File: config.mk
export PLATFORM = sky130hd
export DESIGN_NAME = pc_sequencer
export DESIGN_NICKNAME = d
export VERILOG_FILES = /design/src/rtl/pc_pkg.sv /design/src/rtl/pc_ras.sv /design/src/rtl/pc_sequencer.sv
export SDC_FILE = /design/constraint.sdc
export NUM_CORES = 1
export LEC_CHECK = 0
export BUFFER_PORTS_ARGS = -buffer_cell sky130_fd_sc_hd__buf_2
export CORE_UTILIZATION = 30
export CTS_CLUSTER_SIZE = 8
export DETAILED_ROUTE_END_ITERATION = 16
export PLACE_DENSITY = 0.57
export RECOVER_POWER = 100
export SYNTH_ARGS = -nofsm -noshare
export SYNTH_HDL_FRONTEND = slang
export SYNTH_SLANG_ARGS = --single-unit
File: constraint.sdc
create_clock -name CLK -period 5.8 [get_ports CLK]
set_input_delay 0.58 -clock CLK [delete_from_list [all_inputs] [get_ports CLK]]
set_output_delay 0.58 -clock CLK [all_outputs]
set_load 0.02 [all_outputs]
File: src/rtl/pc_pkg.sv
// Shared definitions for the program-counter slice.
//   brMode_t : 3-bit flow-mode encoding that drives BrMode on pc_sequencer
//   PC_INCR  : byte distance between consecutive instructions
package pc_pkg;

    typedef enum logic [2:0] {
        SEQ  = 3'd0,
        CBZ  = 3'd1,
        CBZN = 3'd2,
        B    = 3'd3,
        BL   = 3'd4,
        BR   = 3'd5,
        RET  = 3'd6,
        RSVD = 3'd7
    } brMode_t;

    localparam int unsigned PC_INCR = 4;

endpackage

File: src/rtl/pc_ras.sv
// Circular return-address stack with a saturating occupancy count.
// Ports:
//   CLK, Reset_L : clock, asynchronous active-low reset
//   push         : write push_data at top+1 (overwrites oldest when full)
//   pop          : discard top entry (ignored when empty)
//   push_data    : return address to store
//   top_data     : entry currently at the top pointer
//   empty, full  : occupancy flags from the registered count
module pc_ras
    import pc_pkg::*;
#(
    parameter int unsigned WIDTH     = 64,
    parameter int unsigned RAS_DEPTH = 4
) (
    input  logic             CLK,
    input  logic             Reset_L,
    input  logic             push,
    input  logic             pop,
    input  logic [WIDTH-1:0] push_data,
    output logic [WIDTH-1:0] top_data,
    output logic             empty,
    output logic             full
);

    localparam int unsigned PW = $clog2(RAS_DEPTH);
    localparam int unsigned CW = PW + 1;

    logic [WIDTH-1:0] mem [RAS_DEPTH];
    logic [PW-1:0]    topPtr;
    logic [CW-1:0]    count;
    logic [PW-1:0]    pushPtr;
    logic             doPop;

    // RAS_DEPTH is a power of two, so pointer arithmetic wraps naturally.
    assign pushPtr  = topPtr + PW'(1);
    assign doPop    = pop && !empty;
    assign top_data = mem[topPtr];
    assign empty    = (count == '0);
    assign full     = (count == CW'(RAS_DEPTH));

    always_ff @(posedge CLK or negedge Reset_L) begin
        if (!Reset_L) begin
            topPtr <= '0;
            count  <= '0;
        end else if (push) begin
            topPtr <= pushPtr;
            if (!full) begin
                count <= count + CW'(1);
            end
        end else if (doPop) begin
            topPtr <= topPtr - PW'(1);
            count  <= count - CW'(1);
        end
    end

    // Entry contents need no reset; only pointer and count define validity.
    always_ff @(posedge CLK) begin
        if (push) begin
            mem[pushPtr] <= push_data;
        end
    end

endmodule

File: src/rtl/pc_sequencer.sv
// Registered program counter with next-PC selection and return-address stack.
// Ports:
//   CLK, Reset_L : clock, asynchronous active-low reset
//   Stall        : hold PC, RAS and fault flag this cycle
//   BrMode       : flow mode (pc_pkg::brMode_t encoding)
//   ALUZero      : zero flag for CBZ/CBNZ
//   SignExtImm   : sign-extended branch offset in words
//   RegTarget    : register target for BR
//   CurrentPC    : registered fetch address
//   NextPC       : combinational value CurrentPC takes on the next edge
//   LinkAddr     : CurrentPC + 4, link value for BL
//   RASEmpty     : return stack holds no valid entries
//   RASFault     : sticky, RET committed with an empty return stack
module pc_sequencer
    import pc_pkg::*;
#(
    parameter int unsigned       WIDTH     = 64,
    parameter int unsigned       RAS_DEPTH = 4,
    parameter logic [WIDTH-1:0]  RESET_PC  = '0,
    parameter int unsigned       IMM_SHIFT = 2
) (
    input  logic             CLK,
    input  logic             Reset_L,
    input  logic             Stall,
    input  logic [2:0]       BrMode,
    input  logic             ALUZero,
    input  logic [WIDTH-1:0] SignExtImm,
    input  logic [WIDTH-1:0] RegTarget,
    output logic [WIDTH-1:0] CurrentPC,
    output logic [WIDTH-1:0] NextPC,
    output logic [WIDTH-1:0] LinkAddr,
    output logic             RASEmpty,
    output logic             RASFault
);

    brMode_t          mode;
    logic [WIDTH-1:0] seqAddr;
    logic [WIDTH-1:0] branchAddr;
    logic [WIDTH-1:0] rasTop;
    logic             rasFull;
    logic             doPush;
    logic             doPop;
    logic             faultSet;

    assign mode       = brMode_t'(BrMode);
    assign seqAddr    = CurrentPC + WIDTH'(PC_INCR);
    assign branchAddr = CurrentPC + (SignExtImm << IMM_SHIFT);
    assign LinkAddr   = seqAddr;

    always_comb begin
        NextPC = seqAddr;
        case (mode)
            CBZ:     NextPC = ALUZero ? branchAddr : seqAddr;
            CBZN:    NextPC = ALUZero ? seqAddr : branchAddr;
            B:       NextPC = branchAddr;
            BL:      NextPC = branchAddr;
            BR:      NextPC = RegTarget;
            RET:     NextPC = RASEmpty ? seqAddr : rasTop;
            default: NextPC = seqAddr;
        endcase
    end

    // Stack updates and the fault flag only commit on non-stalled edges.
    assign doPush   = !Stall && (mode == BL);
    assign doPop    = !Stall && (mode == RET) && !RASEmpty;
    assign faultSet = !Stall && (mode == RET) && RASEmpty;

    always_ff @(posedge CLK or negedge Reset_L) begin
        if (!Reset_L) begin
            CurrentPC <= RESET_PC;
            RASFault  <= 1'b0;
        end else if (!Stall) begin
            CurrentPC <= NextPC;
            if (faultSet) begin
                RASFault <= 1'b1;
            end
        end
    end

    pc_ras #(
        .WIDTH     (WIDTH),
        .RAS_DEPTH (RAS_DEPTH)
    ) uRas (
        .CLK       (CLK),
        .Reset_L   (Reset_L),
        .push      (doPush),
        .pop       (doPop),
        .push_data (seqAddr),
        .top_data  (rasTop),
        .empty     (RASEmpty),
        .full      (rasFull)
    );

    rasFlagsExclusive: assert property (@(posedge CLK) disable iff (!Reset_L)
        !(rasFull && RASEmpty));

endmodule

# Word-level counts from Yosys, hierarchy flattened
# Memories as Yosys holds them, arrays and structs flattened.
# Index checks and enable logic that the tools add are counted.
# word_totals
regBits	70
ram_bits	256
input_bits	135
output_inout_bits	194
wordCells	43
mem_count	1
# classes
n_addsub	6
eq_ne	8
mux	11
bitwise_logic	1
reduce_logical	12
# mem_list
name	words	word_bits	rd	rd_ports_with_merged_regs	wr	line	rtl
uRas.mem	4	64	1	0	1	pc_ras.sv:28	logic [WIDTH-1:0] mem [RAS_DEPTH];
# op_table
op	count
$pmux W64 S5	1
$mux W64	3
$add A64 B3 Y64 const B	1
$add A64 B64 Y64	1
$eq A3 B3 Y1 const B	4
$mux W3	3
$eq A3 B2 Y1 const B	2
$logic_and A1 B1 Y1	5
$mux W2	2
$reduce_and A2 Y1	2
$add A3 B1 Y3 const B	1
$eq A3 B1 Y1 const B	1
$logic_not A3 Y1	1
$sub A3 B1 Y3 const B	1
$add A2 B1 Y2 const B	1
$logic_not A1 Y1	2
$mux W1	2
$ne A2 B2 Y1 const B	1
$reduce_bool A2 Y1	1
$reduce_or A2 Y1	1
$sub A2 B1 Y2 const B	1
$not A1 Y1	1

# Logic depth before layout (Yosys ltp)
# Gate-level depths: netlist (run 1).
# logic_depth
depth_word	6
depth_mapped	13
mapped_depth_nobuf	13

# Hierarchy
# A second synthesis (run 1) with hierarchy kept.
# hier_totals
hier_cells	1557
hier_area_um2	18765.5
# by_module_without_submodules
mod	n_inst	cells_each	area_per_inst_um2	seq_area_each_um2
pc_ras	1	376	9629.2	7812.5
pc_sequencer	1	1181	9136.3	1626.6

# Worst setup path after synthesis (run 1)
# Ideal clock, no wire load.
# synth_path
path_type	input port to output port
start	input SignExtImm[0]
end	output NextPC[54]
arrival_ns	3.224
t_required_ns	5.220
setup_slack_ns	1.996
cell_stages	13
n_path_buf	0
cell_sequence	ha_1 inv_1 fa_1 nor2b_1 o2111ai_1 a21boi_2 a311oi_2 a21oi_2 o21ai_2 o21ai_1 a311oi_1 xor2_1 o21ai_0
# synth_via
elab_chain_len	3
word_cells_on_any_way	4
classes_between	add/sub: 1; mux: 3
# synth_lines
element	line	rtl
start, declared	pc_sequencer.sv:27	input logic [WIDTH-1:0] SignExtImm,
$add A64 B64 Y64 (*)	pc_sequencer.sv:47	assign branchAddr = CurrentPC + (SignExtImm << IMM_SHIFT);
$mux W64 (on tied branches)	pc_sequencer.sv:54, pc_sequencer.sv:53	
$pmux W64 S5 (*)	pc_sequencer.sv:52	case (mode)
end, declared	pc_sequencer.sv:30	output logic [WIDTH-1:0] NextPC,
# Every way passes the cells marked *; elsewhere a longest branch is shown, timed or not.

# Final worst setup path (run 1)
# layout_path
start	register CurrentPC[2]
end	output NextPC[50]
# layout_via
elab_chain_len	3
word_cells_on_any_way	6
classes_between	add/sub: 2; mux: 4
# layout_lines
element	line	rtl
start, declared	pc_sequencer.sv:29	output logic [WIDTH-1:0] CurrentPC,
start signal, assigned	pc_sequencer.sv:73	CurrentPC <= NextPC;
$add A64 B3 Y64 / $add A64 B64 Y64 (equally long branches)	pc_sequencer.sv:46, pc_sequencer.sv:47	
$mux W64 (on tied branches)	pc_sequencer.sv:58, pc_sequencer.sv:53, pc_sequencer.sv:54	
$pmux W64 S5 (*)	pc_sequencer.sv:52	
# Marks and branches as above.

==> results of run 1 <==
-- critical path, cell delays in order, from the launching register on --
cell and delay, ns:
dfrtp_1 0.43, ha_1 0.23, inv_1 0.07, fa_1 0.40, nor2b_1 0.17, o2111ai_1 0.18
a21boi_2 0.33, a311oi_2 0.23, a21oi_2 0.37, o21ai_2 0.20, o21ai_0 0.51, a21boi_0 0.21
xnor2_1 0.22, o21ai_0 0.42, clkbuf_1 0.28
-- cells in the final DEF (no fill, tap or decap), types with 11 or more instances in the layout --
cell       count
nor2_1        74
nand3_1       49
edfxtp_1     256
o21a_1        11
buf_2        139
inv_1         26
and3_1        20
mux2_2        47
nand4_1       34
clkbuf_1     226
a31oi_1       13
o21ai_0       94
nand2_1      115
xnor2_1       72
nor3_1        22
xor2_1        44
buf_4         12
a21o_1        41
a21oi_1       84
a221o_1       13
dfrtp_1       68
clkbuf_16     49
ha_1          66
a222oi_1      42
mux4_2        64
-- per-stage QoR --
stage | area (µm²) | util [%] | instances | power [µW]
6_report | 22070 | 36.36 | 2645 | 12240
3_3_place_gp | 21050 | 34.68 | 2557 | 9762
2_1_floorplan | 18560 | - | 1513 | 7660
3_5_place_dp | 21050 | 34.68 | 2557 | 9845
4_1_cts | 22420 | 36.94 | 2643 | 12500
5_1_grt | 22070 | 36.36 | 2644 | 12910
-- final cells by class --
type	instances	area, µm²
inverter	26	97.59
tap	782	978.4
multi-input combinational	1075	8621
antenna	2	5.005
fill	6123	38630
clock buffer	85	1361
sequential	326	9447
timing repair buffer	349	1559
-- worst paths after layout --
check,startpoint,end,slack (ns),depth (start not counted)
worst max-delay path,CurrentPC[2],NextPC[50],0.38,14
worst min-delay path,RegTarget[30],CurrentPC[30],0.40,3
min in group asynchronous,Reset_L,CurrentPC[56],1.43,2
worst min register to register,RASFault,RASFault,0.52,2
max in group asynchronous,Reset_L,uRas.topPtr[0],1.78,3
worst max register to register,uRas.topPtr[0],uRas.mem[2][14],0.92,4
-- where the power goes --
part           switching [µW]  internal [µW]  leakage, µW
Combinational            3920           2060      0.00425
Sequential                609           3060      0.00318
Clock                    1030           1560     0.000646
-- state kept, by name, indices dropped and copies added, names as in the netlist --
signal,count
CurrentPC,64
uRas.count,3
RASFault,1
uRas.topPtr,2
uRas.mem,256
-- cells by family (layout without fill, tap and decap cells) --
kind of cell	count (synthesis)	count (layout)	synth area share [%]
flops	326	326	50.86
simple gates	370	370	10.12
xor+xnor	116	116	5.474
mux	115	115	10.83
compound gates	406	406	15.60
buf+inv	112	460	2.447
other cells	0	2	0
fa+ha+maj	68	68	4.665
-- per-layer routing --
layer | vias up | track usage [%] | wire [µm] | part of all wire (%)
li1 | 6604 | - | - | -
met1 | 7556 | 28.08 | 29140 | 41
met2 | 576 | 36.52 | 33830 | 48
met3 | 113 | 5.092 | 5216 | 7.4
met4 | 4 | 7.835 | 2224 | 3.2
met5 | - | 0 | 23 | 0.033
-- repair_timing --
action | 4_1_cts | 5_1_grt
hold endpoints to repair | 1 | 0
hold buffers | 1 | 0
endpoints found under the setup margin | 0 | 0
==> flow_summary.json, run 1 <==
{
  "clock.fmax_ghz": 0.1846,
  "cts_sinks": 326,
  "pre_cts_ws_ns": 1.034,
  "crit_fanout": 6,
  "synth_edf_count": 256,
  "slew_viol_final": 322,
  "fin_ws_ns": 0.3820,
  "grt_pass1_vias": 14986,
  "ys_seq_area_share_pct": 50.86,
  "synth_top_area_cell": "edfxtp_1",
  "core_um2": 60700,
  "powerDensity_nw_per_um2": 554.8,
  "leakage_uw": 0.008070,
  "die_h_um": 250.7,
  "cts.reportedPaths.clkPinSlew_ns": 0.05,
  "ys_types": 91,
  "critPathRequiredTime_ns": 5.22,
  "clock_path_buffers": 3,
  "dp_hpwl_um": 50040,
  "die_area_um2": 62860,
  "tightestPinTransition_ns": 3.141,
  "vias": 14853,
  "fin_nets": 2027,
  "fin_hold_ws_ns": 0.3991,
  "netlist_top_cells_area": "edfxtp_1, dfrtp_1, mux4_2",
  "drc": 0,
  "gp_congestion": 0.8693,
  "cp-start-kind": "register",
  "area_growth_pct": 18.91,
  "drtIter0Drc": 1400,
  "antenna_found_initial": 5,
  "hold_viol": 0,
  "relSlewSlack_pct": -109.4,
  "arrival_ns": 4.84,
  "final_layout_size_suffix_gt1_share_pct": 19.61,
  "final_antenna_net_count": 0,
  "rows": 90,
  "synth.avg_cell_area_um2": 12.27,
  "cts_made_buffers": 46,
  "grt-ovfl-total": 0,
  "yosysWarnings": 0,
  "post-route-period-util_pct": 93.41,
  "synth.top_cells.by_count": "edfxtp_1, nand2_1, o21ai_0",
  "ios": 329,
  "async_flop_share_pct": 21.47,
  "drv_cap": 9,
  "outcome": "complete, but fails checks",
  "viasPerCell": 5.616,
  "clock-root-buffer": "clkbuf_16",
  "routedWlPerCell_um": 26.63,
  "ir_drop_v": 0.0002451,
  "synth_most_common_cell": "edfxtp_1",
  "synth_area_um2": 18560,
  "cts_setup_buffers": 0,
  "failed_checks": "capacitance limit, slew limit",
  "cts-resized-gates": 0,
  "netlist_instances": 1513,
  "fin_crit_ns": 5.418,
  "synth_top_area_share_pct": 41.42,
  "tns_ns": 0,
  "drtPass1Iterations": 6,
  "hp-class": "in -> reg",
  "ys_seq_elements": 326,
  "synth_fp_nets": 1716,
  "ys.flop_type": "edfxtp_1",
  "cts_max_level": 2,
  "insertion_delay_ns": 0.59,
  "portBuffers": 326,
  "start_util_pct": 30.58,
  "die_x_um": 250.7,
  "grt_pass1_wl_um": 101200,
  "endpoint_kind": "primary output",
  "finalClockSkew_ns": 0.02762,
  "gr-usage-all-layers_pct": 22.04,
  "cts_tree": "yes",
  "setup_viol": 0,
  "rsz0062_at_grt": "no",
  "critPathKind": "reg -> out",
  "grt_start_max_net_pins": 55,
  "routed_wl_um": 70440
}
(Power assumes the default switching activity.)
==> inputs of run 2 (changes only) <==
CTS_BUF_LIST = sky130_fd_sc_hd__clkbuf_16   (was default)
==> run 2 against run 1 <==
  * The run still ends with capacitance limit, slew limit left
  * Routed wire length barely moved
  * Non-clock buffer count did not move
  * Clock-buffer cell count fell by 36
  * Largest cell class unchanged
  * Die area did not move
  * Fmax rose by 0.27%
  * First-iteration DRC count rose by 1.5%
  * Sequential cell count did not move
  * Cell count did not move
  * Worst setup slack improved by 0.015 ns
  * Clock skew barely moved
==> flow_summary.json, run 2 (synthesis results as in run 1) <==
{
  "relSlewSlack_pct": -109.7,
  "vias": 14851,
  "post-route-period-util_pct": 93.16,
  "ir_drop_v": 0.0002457,
  "critPathRequiredTime_ns": 5.22,
  "fin_crit_ns": 5.403,
  "grt_pass1_vias": 14988,
  "final_common_cell": "edfxtp_1",
  "powerDensity_nw_per_um2": 552.1,
  "drtIter0Drc": 1421,
  "rows": 90,
  "cts_made_buffers": 46,
  "critPathBufInv": 3,
  "finalClockSkew_ns": 0.02733,
  "final_cell_mix": "edfxtp_1, clkbuf_1, buf_2",
  "arrival_ns": 4.82,
  "die_h_um": 250.7,
  "die_area_um2": 62860,
  "portBuffers": 326,
  "drv_cap": 9,
  "hold_viol": 0,
  "viasPerCell": 5.615,
  "routed_wl_um": 70410,
  "ios": 329,
  "path_delay_family": "simple AND/OR/NAND/NOR gates",
  "area_growth_pct": 18.91,
  "largest_reg_flops": 256,
  "slew_viol_final": 283,
  "largest-register": "uRas.mem",
  "routedWlPerCell_um": 26.62,
  "final_layout_size_suffix_gt1_share_pct": 19.61,
  "tightestPinTransition_ns": 3.146,
  "clock_path_buffers": 3,
  "start_util_pct": 30.58,
  "antenna_found_initial": 5,
  "grt_start_max_net_pins": 55,
  "clock.fmax_ghz": 0.1851,
  "fin_util_pct": 36.36,
  "endpoint_kind": "primary output",
  "cts_tree": "yes",
  "top_regs": "uRas.mem x256, CurrentPC x64, uRas.count x3",
  "grt_pass1_wl_um": 101200,
  "rsz0062_at_grt": "no",
  "dp_hpwl_um": 50040,
  "cp-start-kind": "register",
  "path_cells": "or3_1, inv_1, nor2_1, buf_4, a221oi_1, o311a_1, nand3_1, o21ai_0, nand2_1, clkbuf_1",
  "cts_max_level": 2,
  "die_x_um": 250.7,
  "tns_ns": 0,
  "fin_nets": 2027,
  "failed_checks": "capacitance limit, slew limit",
  "hp-class": "in -> reg",
  "crit_slowest_cell": "nor2_1",
  "gr-usage-all-layers_pct": 22.04,
  "core_um2": 60700,
  "gp_congestion": 0.8693,
  "drtPass1Iterations": 7,
  "leakage_uw": 0.008219,
  "clock-root-buffer": "clkbuf_16",
  "grt-ovfl-total": 0,
  "final_antenna_net_count": 0,
  "setup_viol": 0,
  "cts.reportedPaths.clkPinSlew_ns": 0.05,
  "cpPeakStageDelay_ns": 1.85,
  "critPathKind": "reg -> out",
  "cts_sinks": 326,
  "outcome": "complete, but fails checks",
  "drc": 0,
  "insertion_delay_ns": 0.59,
  "cts_setup_buffers": 0,
  "crit_fanout": 22
}
run 2: cell type report:
cell class | instances | area, µm²
well taps | 782 | 978.4
inverters | 26 | 97.59
diodes | 2 | 5.005
flip-flops and latches | 326 | 9447
repair buffers | 349 | 1559
fillers | 6123 | 38630
clock inverters | 36 | 135.1
clock buffers | 49 | 1226
multi-input cells | 1075 | 8621
run 2: final timing paths:
path / from / slack, ns / end / cells past startpoint
setup reg to reg: uRas.topPtr[0] / 0.89 / uRas.mem[2][18] / 4
min in group asynchronous: Reset_L / 1.42 / CurrentPC[56] / 2
setup / recovery: uRas.count[0] / 0.40 / NextPC[53] / 10
hold / removal: RegTarget[30] / 0.40 / CurrentPC[30] / 3
hold reg to reg: RASFault / 0.52 / RASFault / 2
max in group asynchronous: Reset_L / 1.79 / uRas.topPtr[0] / 3
run 2: report_power, final:
part	leakage (µW)	internal (µW)	switching [µW]
logic	0.00425	2060	3920
clock network	0.000796	1500	1040
registers	0.00318	3060	611
run 2: routing by layer:
metal	vias to the layer above	part of all wire (%)	GRT usage, %
li1	6608	-	-
met1	7512	41	28.08
met2	620	48	36.52
met3	107	7.8	5.092
met4	4	3.1	7.835
met5	-	0.033	0
run 2: worst reg2reg max path, delay by kind of cell, from the launching register on:
family	cells	cell delay, ns
simple gates	1	2.29
buf+inv	2	1.16
flops	1	0.88
fa+ha+maj	1	0.20
run 2: repair_timing:
action                                 CTS  global route
endpoints found under the hold margin    1             0
resized for setup                        0             0
hold buffers                             1             0
run 2: stage by stage:
stage / worst slack, ns / instance area [µm²] / instances / hold WS (ns) / power [µW]
2_1_floorplan: 1.996 / 18560 / 1513 / 0.2844 / 7660
3_3_place_gp: 1.051 / 21050 / 2557 / 0.4749 / 9762
3_5_place_dp: 1.034 / 21050 / 2557 / 0.4997 / 9845
4_1_cts: 0.6000 / 22420 / 2643 / 0.3673 / 12430
5_1_grt: 0.1778 / 22070 / 2644 / 0.4105 / 12850
6_report: 0.3966 / 22070 / 2645 / 0.3984 / 12180
